[src/rtl/bcd_counter_ndigit.sv]
// N-digit packed-BCD up/down counter with runtime modulus, synchronous load,
// and terminal-count / wrap outputs for cascading fields.
module bcd_counter_ndigit #(
  parameter int unsigned           DIGITS      = 4,
  parameter logic [4*DIGITS-1:0]   RESET_VALUE = '0
) (
  input  logic                  clk,
  input  logic                  rst,
  input  logic                  en,
  input  logic                  up,
  input  logic                  load,
  input  logic [4*DIGITS-1:0]   load_value,
  input  logic [4*DIGITS-1:0]   bcd_max,
  output logic [4*DIGITS-1:0]   count,
  output logic                  tc,
  output logic                  wrap,
  output logic                  load_err
);

  localparam int unsigned W = 4 * DIGITS;

  // True when every nibble is a legal BCD digit.
  function automatic logic bcd_valid(input logic [W-1:0] v);
    logic ok;
    ok = 1'b1;
    for (int i = 0; i < int'(DIGITS); i++) begin
      if (v[4*i +: 4] > 4'd9) ok = 1'b0;
    end
    return ok;
  endfunction

  // Ripple-carry BCD add of one; all-9s rolls to all-0s.
  function automatic logic [W-1:0] bcd_inc(input logic [W-1:0] v);
    logic [W-1:0] r;
    logic         carry;
    r     = v;
    carry = 1'b1;
    for (int i = 0; i < int'(DIGITS); i++) begin
      if (carry) begin
        if (v[4*i +: 4] == 4'd9) begin
          r[4*i +: 4] = 4'd0;
        end else begin
          r[4*i +: 4] = v[4*i +: 4] + 4'd1;
          carry       = 1'b0;
        end
      end
    end
    return r;
  endfunction

  // Ripple-borrow BCD subtract of one; all-0s rolls to all-9s.
  function automatic logic [W-1:0] bcd_dec(input logic [W-1:0] v);
    logic [W-1:0] r;
    logic         borrow;
    r      = v;
    borrow = 1'b1;
    for (int i = 0; i < int'(DIGITS); i++) begin
      if (borrow) begin
        if (v[4*i +: 4] == 4'd0) begin
          r[4*i +: 4] = 4'd9;
        end else begin
          r[4*i +: 4] = v[4*i +: 4] - 4'd1;
          borrow      = 1'b0;
        end
      end
    end
    return r;
  endfunction

  logic [W-1:0] count_q, count_d;
  logic         wrap_q, wrap_d;
  logic         load_err_q, load_err_d;

  logic [W-1:0] eff_max;
  logic [W-1:0] max_m1;
  logic         full_range;
  logic         above_max;
  logic         load_ok;

  // Modulus decode. count_q and a valid eff_max are both legal BCD, so plain
  // binary magnitude compares order them correctly. Decrementing a zero
  // modulus yields all-9s, which is exactly the full-range top value.
  always_comb begin
    eff_max    = bcd_valid(bcd_max) ? bcd_max : '0;
    full_range = (eff_max == '0);
    max_m1     = bcd_dec(eff_max);
    above_max  = !full_range && (count_q >= eff_max);
    load_ok    = bcd_valid(load_value) && (full_range || (load_value < eff_max));
  end

  // Next-state: rst > load > en, otherwise hold.
  always_comb begin
    count_d    = count_q;
    wrap_d     = 1'b0;
    load_err_d = 1'b0;
    if (load) begin
      if (load_ok) begin
        count_d = load_value;
      end else begin
        count_d    = '0;
        load_err_d = 1'b1;
      end
    end else if (en) begin
      if (up) begin
        if ((count_q == max_m1) || above_max) begin
          count_d = '0;
          wrap_d  = 1'b1;
        end else begin
          count_d = bcd_inc(count_q);
        end
      end else begin
        if (count_q == '0) begin
          count_d = max_m1;
          wrap_d  = 1'b1;
        end else if (above_max) begin
          // Modulus lowered below the count: clamp to the top, not a wrap.
          count_d = max_m1;
        end else begin
          count_d = bcd_dec(count_q);
        end
      end
    end
  end

  // State registers with synchronous reset.
  always_ff @(posedge clk) begin
    if (rst) begin
      count_q    <= RESET_VALUE;
      wrap_q     <= 1'b0;
      load_err_q <= 1'b0;
    end else begin
      count_q    <= count_d;
      wrap_q     <= wrap_d;
      load_err_q <= load_err_d;
    end
  end

  // Outputs; tc is combinational so a cascaded upper field steps on the same edge.
  always_comb begin
    count    = count_q;
    wrap     = wrap_q;
    load_err = load_err_q;
    tc       = en & (up ? (count_q == max_m1) : (count_q == '0));
  end

endmodule

[config.mk]
export PLATFORM = sky130hd
export DESIGN_NAME = bcd_counter_ndigit
export DESIGN_NICKNAME = d
export VERILOG_FILES = /design/src/rtl/bcd_counter_ndigit.sv
export SDC_FILE = /design/constraint.sdc
export NUM_CORES = 1
export LEC_CHECK = 0
export ABC_AREA = 1
export ABC_CLOCK_PERIOD_IN_PS = 3700
export CAP_MARGIN = 25
export CORE_UTILIZATION = 56
export DETAILED_ROUTE_END_ITERATION = 10
export MAX_ROUTING_LAYER = met4
export PLACE_DENSITY = 0.9
export SKIP_LAST_GASP = 1
export SYNTH_ARGS = -nofsm -noshare
export SYNTH_HDL_FRONTEND = slang
export SYNTH_SLANG_ARGS = --single-unit
[constraint.sdc]
create_clock -name clk -period 3.7 [get_ports clk]
set_input_delay 0.74 -clock clk [delete_from_list [all_inputs] [get_ports clk]]
set_output_delay 0.74 -clock clk [all_outputs]
set_load 0.03 [all_outputs]
==> results.toml, run 1 <==
[status]
status = "did not finish"
haltStage = "global routing (5_1_grt)"
error = "[ERROR GRT-0116] Global routing finished with congestion. Check the congestion regions in the DRC Viewer."

[clock_tree]
cts_hold_buf = 0
cts_max_level = 1
clkSinkCount = 18
clockBufferDepth = 2
cts-root-buf = "clkbuf_8"
cts_buffers = 3

[logic_synthesis]
syn-cell-area_sq_um = 3550
synthTopCellsByArea = "nand2_1, ha_1, dfxtp_1"
ys_ff_latch = 18
syn_inst = 620
yosysSeqAreaShare_pct = 10.1
synth_edf_count = 0
synth_nets = 700
avgSynthCellArea_sq_um = 5.73
synth_cell_types = 40
synth_ff_type = "dfxtp_1"
synth_top_area_share_pct = 20.2
synth_most_common_cell = "nand2_1"
yosys-top-cells-count = "nand2_1, nor2_1, inv_1"
yosys_warnings = 0
async_reset_ff_share_pct = 0
yosys.area.top_type = "nand2_1"

[die]
die_w_um = 81.7
placementRows = 28
dieHeight_um = 81.7
io_pins = 56
start_util_pct = 59.0

[placement]
numPortBuffers = 55
placed_area_sq_um = 4710
dp.cells = 813
finalWeightedCongestion = 1.02
hpwl_mm = 9.96

[global_routing]
grt_max_degree = 18
grt_overflow = 22
grt_pass1_wl_mm = 34.3
grt_usage_pct = 71.4
first_global_vias = 6345
[through the flow]
| step | setup WS [ns] | TNS [ns] |
|---|---|---|
| after CTS | 0.00106 | 0 |
| after detailed placement | -0.439 | -4.89 |
| after global placement | -0.351 | -2.99 |
| after floorplan | 0.0557 | 0 |
[repair_timing]
| action | CTS |
|---|---|
| setup endpoints to repair | 12 |
| buffers inserted | 47 |
| gates resized for setup | 110 |
| pin swaps | 34 |
| cloned | 1 |
[cells by family after synthesis]
logic type	count (synthesis)	synth area share, %
buffers and inverters	82	9.26
xor gates and xnor gates	9	2.22
and+or+nand+nor	375	48.2
DFF	18	10.1
adders and majority gates	43	15.1
AOI/OAI and AO/OA	93	15.1
[metal layers]
metal	global-route usage (%)	GRT overflow
met1	69.0	0
met2	90.3	14
met3	50.7	0
met4	71.1	8
met5	-	-
==> inputs of run 2 (changes only) <==
CORE_UTILIZATION = 40   (was 56)
MAX_ROUTING_LAYER = not set   (was met4)
PLACE_DENSITY = not set   (was 0.9)
PLACE_DENSITY_LB_ADDON = 0.15   (was not set)
==> results.toml, run 2 <==
[drt]
wl_met2_mm = 7.17
vias_per_cell = 5.45
wl_met3_um = 648
drc = 0
vias = 4921
finalWirelength_mm = 14.1
drtIter0Drc = 198
drt-met1-wl_mm = 5.84
firstDrtPassIters = 5
routedWlPerCell_um = 15.6
antenna_left = 0
top_layer = "met4"

[placement]
dp.cells = 851
hpwl_mm = 10.4
finalWeightedCongestion = 0.971
numPortBuffers = 55

[clock_tree]
clk_pin_slew_worst_paths_ns = 0.07
clockBufferDepth = 2
clk_latency_ns = 0.25
cts_buffers = 3
cts-root-buf = "clkbuf_8"
clkSinkCount = 18
cts_tree = "yes"
cts_hold_buf = 0
cts_max_level = 1

[logic_synthesis]
synth_cell_types = 40
synth_nets = 700
ys_ff_latch = 18
syn-cell-area_sq_um = 3550
synth_edf_count = 0
yosysSeqAreaShare_pct = 10.1
synth_most_common_cell = "nand2_1"
yosys_warnings = 0
synth_ff_type = "dfxtp_1"
async_reset_ff_share_pct = 0
syn_inst = 620
avgSynthCellArea_sq_um = 5.73
yosys.area.top_type = "nand2_1"
synth_top_area_share_pct = 20.2
synthTopCellsByArea = "nand2_1, ha_1, dfxtp_1"
yosys-top-cells-count = "nand2_1, nor2_1, inv_1"

[timing]
finalCritPeriodShare_pct = 99.3
slew_headroom_pct = 65.5
fin_setup_tns_ns = 0
setup_viol = 0
fin_crit_ns = 3.67
slew_violations = 0
hold_viol = 0
rsz0062_at_grt = "yes"
worst_slew_pin_slew_ns = 0.517
max_freq_mhz = 272
finalClockSkew_ns = 0.00568

[worst_setup_path]
reg2reg_depth = 18
reg2reg_setup_slack_ns = 1.04
startpoint = "bcd_max[7]"
critPathRequiredTime_ns = 2.96
path_buf_inv = 6
path_common_cell = "buf_4"
crit_family = "simple AND/OR/NAND/NOR gates"
crit_arrival_ns = 2.93
path_max_fanout = 4
crit_chain = "clkbuf_2 -> o21ai_4 -> nand2_4 -> nor2_8 -> buf_12 -> buf_8 -> nand2_8 -> nand2_4 -> buf_4 -> buf_4 -> nor2_4 -> nand2_1 -> nand3_2 -> nand4_1 -> nor4_4 -> nand3_1 -> a21boi_1 -> buf_4"
crit_cells = 18
path_class = "input pin to output port"
r2r_start = "count[5]$_SDFFE_PP0P_"
max_stage_delay_ns = 0.30
cp-end-kind = "output port"
r2r_end = "count[5]$_SDFFE_PP0P_"
crit_end = "tc"
crit_path_start_kind = "input pin"
worst_path_max_delay_cell = "nor4_4"

[cells_and_area]
nets = 877
fin_cells = 903
diodes = 0
utilization_pct = 65.9
final_common_cell = "nand2_1"
layout-drive-gt1-share_pct = 33.7
largest_reg_flops = 16
fillers = 760
most-common-layout-cells = "nand2_1, buf_4, nor2_1, inv_1, ha_1"
area_delta_synth_final_pct = 60.8

[die]
die_w_um = 96.3
fp.coreArea_sq_um = 8680
dieHeight_um = 96.3
start_util_pct = 40.9
io_pins = 56
placementRows = 34
die_area_sq_um = 9260

[global_routing]
first_global_vias = 4773
grt_usage_pct = 30.6
antenna_found_initial = 0
grt_pass1_wl_mm = 22.0
grt_overflow = 0
grt_max_degree = 18

[power_and_ir_drop]
power.total_mw = 2.52
power_leakage_nw = 2.86
ir_worst_vdd_uv = 216
power.density_nw_per_um2 = 441

[worst_hold_path]
min_path_type = "flop to flop"

[run]
cap_violations = 0

[status]
status = "finished clean"
[run 2: cell counts after synthesis]
Identical to the previous run, type by type.
[run 2: worst register-to-register path: stages (launching register included)]
cell	delay [ns]
dfxtp_1	0.50
inv_1	0.21
nand2_2	0.12
nand2_2	0.07
buf_6	0.12
buf_4	0.12
buf_4	0.12
buf_4	0.12
buf_4	0.13
buf_4	0.13
nor2_4	0.08
nand3_2	0.11
nor2_4	0.14
nand2_4	0.11
nand4_4	0.14
nand3_4	0.14
nand2_2	0.10
nand2_1	0.05
nor2_1	0.10
[run 2: area by class of cell]
class,count,area (sq um),share of cell area (%)
repair buffers,184,1550,27.1
flip-flops and latches,18,360,6.30
multi-input cells,521,3360,58.9
inverters,69,264,4.62
well taps,108,135,2.36
clock buffers,3,41.3,0.722
[run 2: per-stage QoR]
| stage | setup WS, ns | area (sq um) | hold slack (ns) |
|---|---|---|---|
| 2_1_floorplan | 0.0557 | 3550 | 0.723 |
| 3_3_place_gp | -0.393 | 4770 | 0.655 |
| 3_5_place_dp | -0.460 | 4770 | 0.672 |
| 4_1_cts | 0.00138 | 5270 | 0.692 |
| 5_1_grt | -0.0660 | 5720 | 0.758 |
| 6_report | 0.0266 | 5720 | 0.684 |
[run 2: power breakdown]
group	switching [mW]	total [mW]	internal, mW
Sequential	0.137	0.380	0.243
Combinational	1.18	2.01	0.822
Clock	0.0626	0.135	0.0723
[run 2: layer usage]
| metal | vias up | global-route usage [%] |
|---|---|---|
| li1 | 2414 | - |
| met1 | 2281 | 34.7 |
| met2 | 183 | 58.1 |
| met3 | 43 | 3.63 |
| met4 | 0 | 10.3 |
| met5 | - | 0 |
[run 2: worst min-delay path by stage]
stage,cells past startpoint,end,slack [ns],from
floorplan,3,count[0]$_SDFFE_PP0P_,0.72,count[0]$_SDFFE_PP0P_
global placement,3,count[0]$_SDFFE_PP0P_,0.65,count[0]$_SDFFE_PP0P_
detailed placement,3,count[0]$_SDFFE_PP0P_,0.67,count[0]$_SDFFE_PP0P_
CTS,3,count[0]$_SDFFE_PP0P_,0.69,count[0]$_SDFFE_PP0P_
global route,2,count[0]$_SDFFE_PP0P_,0.76,count[0]$_SDFFE_PP0P_
finish,3,count[0]$_SDFFE_PP0P_,0.68,count[0]$_SDFFE_PP0P_
[run 2: what timing repair did]
| item | CTS | global route |
|---|---|---|
| pin swaps | 31 | 53 |
| endpoints found under the setup margin | 17 | 18 |
| resized for setup | 89 | 110 |
| cloned | 1 | 0 |
| setup buffers | 34 | 20 |
[run 2: cell families after synthesis]
family          synth area share (%)
simple gates                    48.2
compound gates                  15.1
buf+inv                         9.26
fa+ha+maj                       15.1
flops                           10.1
xor+xnor                        2.22
(Power assumes the default switching activity.)
